`src/rtl/decode_logic_pkg.sv`:
```
// Shared constants for the 6502-subset core: control-enable bit positions,
// supported opcodes and small decode helpers used by datapath and decoder.
package decode_logic_pkg;

    localparam int unsigned EN_W = 64;
    localparam int unsigned OP_W = 8;
    localparam int unsigned TM_W = 8;

    // Control-enable bit positions; bits 12..63 are unused and stay 0.
    localparam int unsigned ADDR_RP      = 0;
    localparam int unsigned WRITE_EN     = 1;
    localparam int unsigned TIMING_RESET = 2;
    localparam int unsigned PC_HOLD      = 3;
    localparam int unsigned PC_OPERAND   = 4;
    localparam int unsigned ALU_A_OPERAND = 5;
    localparam int unsigned ALU_OP_OR    = 6;
    localparam int unsigned DATA_OUT_RA  = 7;
    localparam int unsigned RA_ALU_OUT   = 8;
    localparam int unsigned RX_ALU_OUT   = 9;
    localparam int unsigned RY_ALU_OUT   = 10;
    localparam int unsigned RP_OPERAND   = 11;

    // Supported opcodes.
    localparam logic [OP_W-1:0] OP_NOP     = 8'hEA;
    localparam logic [OP_W-1:0] OP_LDA_IMM = 8'hA9;
    localparam logic [OP_W-1:0] OP_LDX_IMM = 8'hA2;
    localparam logic [OP_W-1:0] OP_LDY_IMM = 8'hA0;
    localparam logic [OP_W-1:0] OP_STA_ABS = 8'h8D;
    localparam logic [OP_W-1:0] OP_JMP_ABS = 8'h4C;

    // One-hot timing step positions.
    localparam int unsigned T0 = 0;
    localparam int unsigned T1 = 1;
    localparam int unsigned T2 = 2;
    localparam int unsigned T3 = 3;
    localparam int unsigned T4 = 4;

    typedef logic [EN_W-1:0] enables_t;

    // Single-bit enable mask for a given bit position.
    function automatic enables_t en_bit(input int unsigned idx);
        enables_t m;
        m = '0;
        m[idx] = 1'b1;
        return m;
    endfunction

    // True when exactly one timing bit is set.
    function automatic logic is_onehot(input logic [TM_W-1:0] t);
        return (t != '0) && ((t & (t - 8'd1)) == '0);
    endfunction

    // True for opcodes the core implements.
    function automatic logic is_supported(input logic [OP_W-1:0] op);
        logic s;
        s = 1'b0;
        case (op)
            OP_NOP, OP_LDA_IMM, OP_LDX_IMM,
            OP_LDY_IMM, OP_STA_ABS, OP_JMP_ABS: s = 1'b1;
            default: s = 1'b0;
        endcase
        return s;
    endfunction

endpackage

```
`src/rtl/decode_logic_if.sv`:
```
// Decoder bundle between the CPU sequencer (master) and decoder (slave):
// step/opcode go in, control enables and illegal flag come back.
interface decode_logic_if;
    import decode_logic_pkg::*;

    logic [TM_W-1:0] timing;
    logic [OP_W-1:0] opcode;
    enables_t        enables;
    logic            illegal;

    modport master (
        output timing,
        output opcode,
        input  enables,
        input  illegal
    );

    modport slave (
        input  timing,
        input  opcode,
        output enables,
        output illegal
    );

endinterface

```
`src/rtl/decode_logic.sv`:
```
// Opcode/timing-step decoder producing the 64-bit control enable vector,
// with a registered post-reset flag and a sticky illegal-opcode flag.
module decode_logic
    import decode_logic_pkg::*;
(
    input  logic           clock,
    input  logic           reset,
    decode_logic_if.slave  dec
);

    logic     first_q, first_d;
    logic     illegal_q, illegal_d;
    enables_t enables_c;
    enables_t step_en;
    logic     onehot;

    // Per-opcode step decode; steps past an opcode's last one end the instruction.
    always_comb begin
        step_en = en_bit(TIMING_RESET);
        onehot  = is_onehot(dec.timing);
        case (dec.opcode)
            OP_NOP: begin
                step_en = en_bit(TIMING_RESET);
            end
            OP_LDA_IMM, OP_LDX_IMM, OP_LDY_IMM: begin
                if (dec.timing[T0]) begin
                    step_en = '0;
                end else if (dec.timing[T1]) begin
                    step_en = en_bit(ALU_A_OPERAND)
                            | en_bit(ALU_OP_OR)
                            | en_bit(TIMING_RESET);
                    if (dec.opcode == OP_LDA_IMM)
                        step_en = step_en | en_bit(RA_ALU_OUT);
                    else if (dec.opcode == OP_LDX_IMM)
                        step_en = step_en | en_bit(RX_ALU_OUT);
                    else
                        step_en = step_en | en_bit(RY_ALU_OUT);
                end
            end
            OP_STA_ABS: begin
                if (dec.timing[T0] || dec.timing[T1]) begin
                    step_en = '0;
                end else if (dec.timing[T2]) begin
                    step_en = en_bit(RP_OPERAND) | en_bit(PC_HOLD);
                end else if (dec.timing[T3]) begin
                    step_en = en_bit(ADDR_RP)
                            | en_bit(WRITE_EN)
                            | en_bit(DATA_OUT_RA)
                            | en_bit(PC_HOLD);
                end else if (dec.timing[T4]) begin
                    step_en = en_bit(TIMING_RESET);
                end
            end
            OP_JMP_ABS: begin
                if (dec.timing[T0] || dec.timing[T1]) begin
                    step_en = '0;
                end else if (dec.timing[T2]) begin
                    step_en = en_bit(PC_OPERAND) | en_bit(TIMING_RESET);
                end
            end
            default: begin
                step_en = en_bit(TIMING_RESET);
            end
        endcase
    end

    // Final enable selection: reset, then post-reset fetch, then sanity, then decode.
    always_comb begin
        enables_c = '0;
        if (reset) begin
            enables_c = '0;
        end else if (first_q) begin
            enables_c = en_bit(TIMING_RESET) | en_bit(PC_HOLD);
        end else if (!onehot) begin
            enables_c = en_bit(TIMING_RESET);
        end else begin
            enables_c = step_en;
        end
    end

    // Next-state for the flags; decode is inactive during the post-reset cycle.
    always_comb begin
        first_d   = 1'b0;
        illegal_d = illegal_q;
        if (!first_q && dec.timing[T0] && !is_supported(dec.opcode))
            illegal_d = 1'b1;
    end

    // Flag registers with synchronous reset.
    always_ff @(posedge clock) begin
        if (reset) begin
            first_q   <= 1'b1;
            illegal_q <= 1'b0;
        end else begin
            first_q   <= first_d;
            illegal_q <= illegal_d;
        end
    end

    assign dec.enables = enables_c;
    assign dec.illegal = illegal_q;

endmodule

```
`src/flat_wrapper.sv`:
```
// flat-port wrapper written by rule: the top's interface ports become plain ports
module decode_logic_flat import decode_logic_pkg::*;
  (clock, reset, dec_timing, dec_opcode, dec_enables, dec_illegal);
  decode_logic_if dec_i ();
  input  logic clock;
  input  logic reset;
  input wire logic [$bits(dec_i.timing)-1:0] dec_timing;
  input wire logic [$bits(dec_i.opcode)-1:0] dec_opcode;
  output wire logic [$bits(dec_i.enables)-1:0] dec_enables;
  output wire logic [$bits(dec_i.illegal)-1:0] dec_illegal;
  assign dec_i.timing = dec_timing;
  assign dec_i.opcode = dec_opcode;
  assign dec_enables = dec_i.enables;
  assign dec_illegal = dec_i.illegal;
  decode_logic u_core (.clock(clock), .reset(reset), .dec(dec_i));
endmodule
```
`config.mk`:
```
export PLATFORM = sky130hd
export DESIGN_NAME = decode_logic_flat
export DESIGN_NICKNAME = d
export VERILOG_FILES = /design/src/rtl/decode_logic_pkg.sv /design/src/rtl/decode_logic_if.sv /design/src/rtl/decode_logic.sv /design/src/flat_wrapper.sv
export SDC_FILE = /design/constraint.sdc
export NUM_CORES = 1
export LEC_CHECK = 0
export CORE_MARGIN = 1
export CORE_UTILIZATION = 29
export CTS_CLUSTER_SIZE = 12
export DETAILED_ROUTE_END_ITERATION = 7
export PLACE_DENSITY = 0.86
export SYNTH_ARGS = -nofsm -noshare
export SYNTH_HDL_FRONTEND = slang
export SYNTH_SLANG_ARGS = --single-unit
```
`constraint.sdc`:
```
create_clock -name clock -period 3.1 [get_ports clock]
set_input_delay 0.775 -clock clock [delete_from_list [all_inputs] [get_ports clock]]
set_output_delay 0.775 -clock clock [all_outputs]
set_load 0.05 [all_outputs]
```
==> results.tsv <==
metric	value	unit
Design Area, Final	1400	µm²
CTS buffer count	3	
CP startpoint kind	input port	
largest net degree at the start of global routing	6	
Final Hold Vio Count	0	
Post-synth EDFFs	0	
Logic pwr share	0.727	
f_max	304	MHz
PwrDens	227	nW/µm²
CTS clk-pin slew, worst paths	30	ps
CTS tree	built	
Post-Synth Adder-Cell Area	0.0121	
Net Sw Power	199	µW
Syn Std Cell Area	825	µm²
hold_ws	507	ps
final WL	2.20	mm
DRC errors left	0	
HPWL after DPL	1.67	mm
Synth Area in Simple Gates	0.285	
setup TNS	-1720	ps
Sw Share	0.625	
final total power	318	µW
GRT Resource Usage Total	0.127	
Via density	4.18	
unrepaired setup endpoints after global routing	true	
largest family of logic cells by synthesized area	buffers and inverters	
Compound-Gate Fraction of Synth Area	0.109	
First DRT Iteration DRCs	9	
Clk pwr share	0.183	
sequential area share after synthesis	0.0486	
Reg2Reg Depth	3	
busiest layer in global routing	met2	
DIE WIDTH	55.3	µm
Async S/R FF share, synth	0	
first-pass GRT wire length	3.22	mm
Tcrit/Tclk final	1.06	
post-route ant nets	0	
Final min period	3290	ps
Pint	119	µW
Hold Crit Depth	2	
Yosys warnings	0	
Syn Area/Cell	7.17	µm²
failing checks	negative setup slack	
measured slew at the worst slew-check pin	501	ps
Arrival @ worst endpoint	2510	ps
GRT overflow	0	
Req. time, crit path	2320	ps
status	complete, but fails checks	
Worst Skew	3.55	ps
kind of critical path	input port to output port	
post-layout util	0.541	
drt first pass iters	2	
Core Rows	18	
WL/cell	11.0	µm
xor/xnor share of the synthesized area	0.0212	
layout cells sized above 1	0.409	
M1 GR Usage	0.136	
CTS max path bufs	2	
initial antenna violation count	0	
crit path max fanout	4	
effective utilization at floorplan	0.318	
CTS sink cnt	2	
htree depth	1	
Main synth FF type	dfxtp_1	
leakage power	0.656	nW
vias in the first global route	746	
Final setup violation count	11	
total core area	2590	µm²
worst hold path class	flop to flop	
Worst-Skew Late Latency	230	ps
nets@finish	191	
Fillers	240	
Rel. slew slack	0.665	
MaxCap Viol Count	0	
routed vias	840	
Netlist cell types	31	
routability cong.	0.809	
Flop pwr share	0.089	
Peak VDD IR	266	µV
Buffers on Ports	30	
Die Y	55.3	µm
mux cell area share after synthesis	0	
PnR worst setup slack	-187	ps
Max Transition Viols Final	0	
ant diodes	0	
IO Count	83	
dpl cell area	1270	µm²
Area Overhead vs Synth	70.0	%
cell count after synthesis	115	
Crit. End Element	output port	
die area	3060	µm²
met2 Use GR	0.243	
register bit total from synthesis	2	
clock root buffer	clkbuf_4	
GR Util met3	0.0445	
==> power groups by stage <==
stage | Clock (mW) | Combinational, mW | Sequential [mW]
5_1_grt | 0.0669 | 0.240 | 0.0285
3_3_place_gp | 0 | 0.223 | 0.0287
2_1_floorplan | 0 | 0.212 | 0.0318
3_5_place_dp | 0 | 0.225 | 0.0287
6_report | 0.0582 | 0.231 | 0.0284
4_1_cts | 0.0608 | 0.228 | 0.0284
==> registers in the layout, indices dropped and copies added, names as in the netlist <==
name,count
u_core.dec.illegal,1
u_core.first_q,1
==> metrics by stage <==
step / std cells / worst slack (ps)
2_1_floorplan: 166 / -81.6
3_3_place_gp: 193 / -589
3_5_place_dp: 193 / -619
4_1_cts: 200 / -196
5_1_grt: 201 / -240
6_report: 201 / -187
==> cell usage in the layout, fill, tap and decap left out, drive strengths merged, types with 3 or more instances in the layout <==
cell type | synthesis | routed
inv | 4 | 4
clkbuf | 0 | 3
nor3 | 3 | 3
o21ai | 3 | 3
nor3b | 4 | 4
and4b | 3 | 3
conb | 1 | 52
nand2 | 5 | 5
buf | 55 | 43
nor2 | 7 | 7
dlygate4sd2 | 0 | 9
clkdlybuf4s50 | 0 | 5
a21oi | 4 | 4
==> layout make-up <==
class | instances | area [µm²] | share of cell area
clock buffer | 3 | 22.5 | 0.0161
inverter | 4 | 15.0 | 0.0107
multi-input combinational | 105 | 667 | 0.476
sequential | 2 | 40.0 | 0.0286
tap | 30 | 37.5 | 0.0268
timing repair buffer | 57 | 619 | 0.442
==> critical path: stages <==
cell and delay (ps):
buf_8 100, nor4_4 340, and4b_1 280, a21oi_2 50, buf_4 150, a211oi_4 300
and4b_4 350, buf_12 150
==> metal layers <==
layer / up-vias / wire length, µm
li1: 407 / -
met3: 2 / 157
met2: 49 / 1250
met4: 0 / 24
met1: 382 / 773
met5: - / 0
==> what timing repair did <==
action                                  CTS  global route
endpoints found under the setup margin   12            12
setup buffers                             4             2
gates resized for setup                  46             6
pin swaps                                14             3
hold buffers                              0             0
==> logic make-up (layout without fill, tap and decap cells) <==
group           after synthesis  in the layout
buf+inv                      59             64
simple gates                 36             36
compound gates               14             14
xor+xnor                      2              2
flops                         2              2
fa+ha+maj                     1              1
other cells                   1             52
==> cells in the mapped netlist, types with 2 or more instances <==
| cell | number | area [µm²] |
|---|---|---|
| buf_4 | 55 | 413 |
| nor2_1 | 7 | 26.3 |
| nand2_1 | 5 | 18.8 |
| a21oi_1 | 4 | 20.0 |
| inv_1 | 4 | 15.0 |
| nor3b_1 | 4 | 30.0 |
| and4b_1 | 3 | 30.0 |
| nor3_1 | 3 | 15.0 |
| o21ai_0 | 3 | 15.0 |
| a31oi_1 | 2 | 12.5 |
| dfxtp_1 | 2 | 40.0 |
| nand4_1 | 2 | 12.5 |
| or2_2 | 2 | 12.5 |
| xnor2_1 | 2 | 17.5 |
==> final timing paths <==
path / startpoint / endpoint / slack, ps
max reg2reg: u_core.first_q / u_core.dec.illegal / 2360
max: dec_timing[0] / dec_enables[1] / -190
min: u_core.dec.illegal / u_core.dec.illegal / 510
min reg2reg: u_core.dec.illegal / u_core.dec.illegal / 510
(Power assumes the default switching activity.)
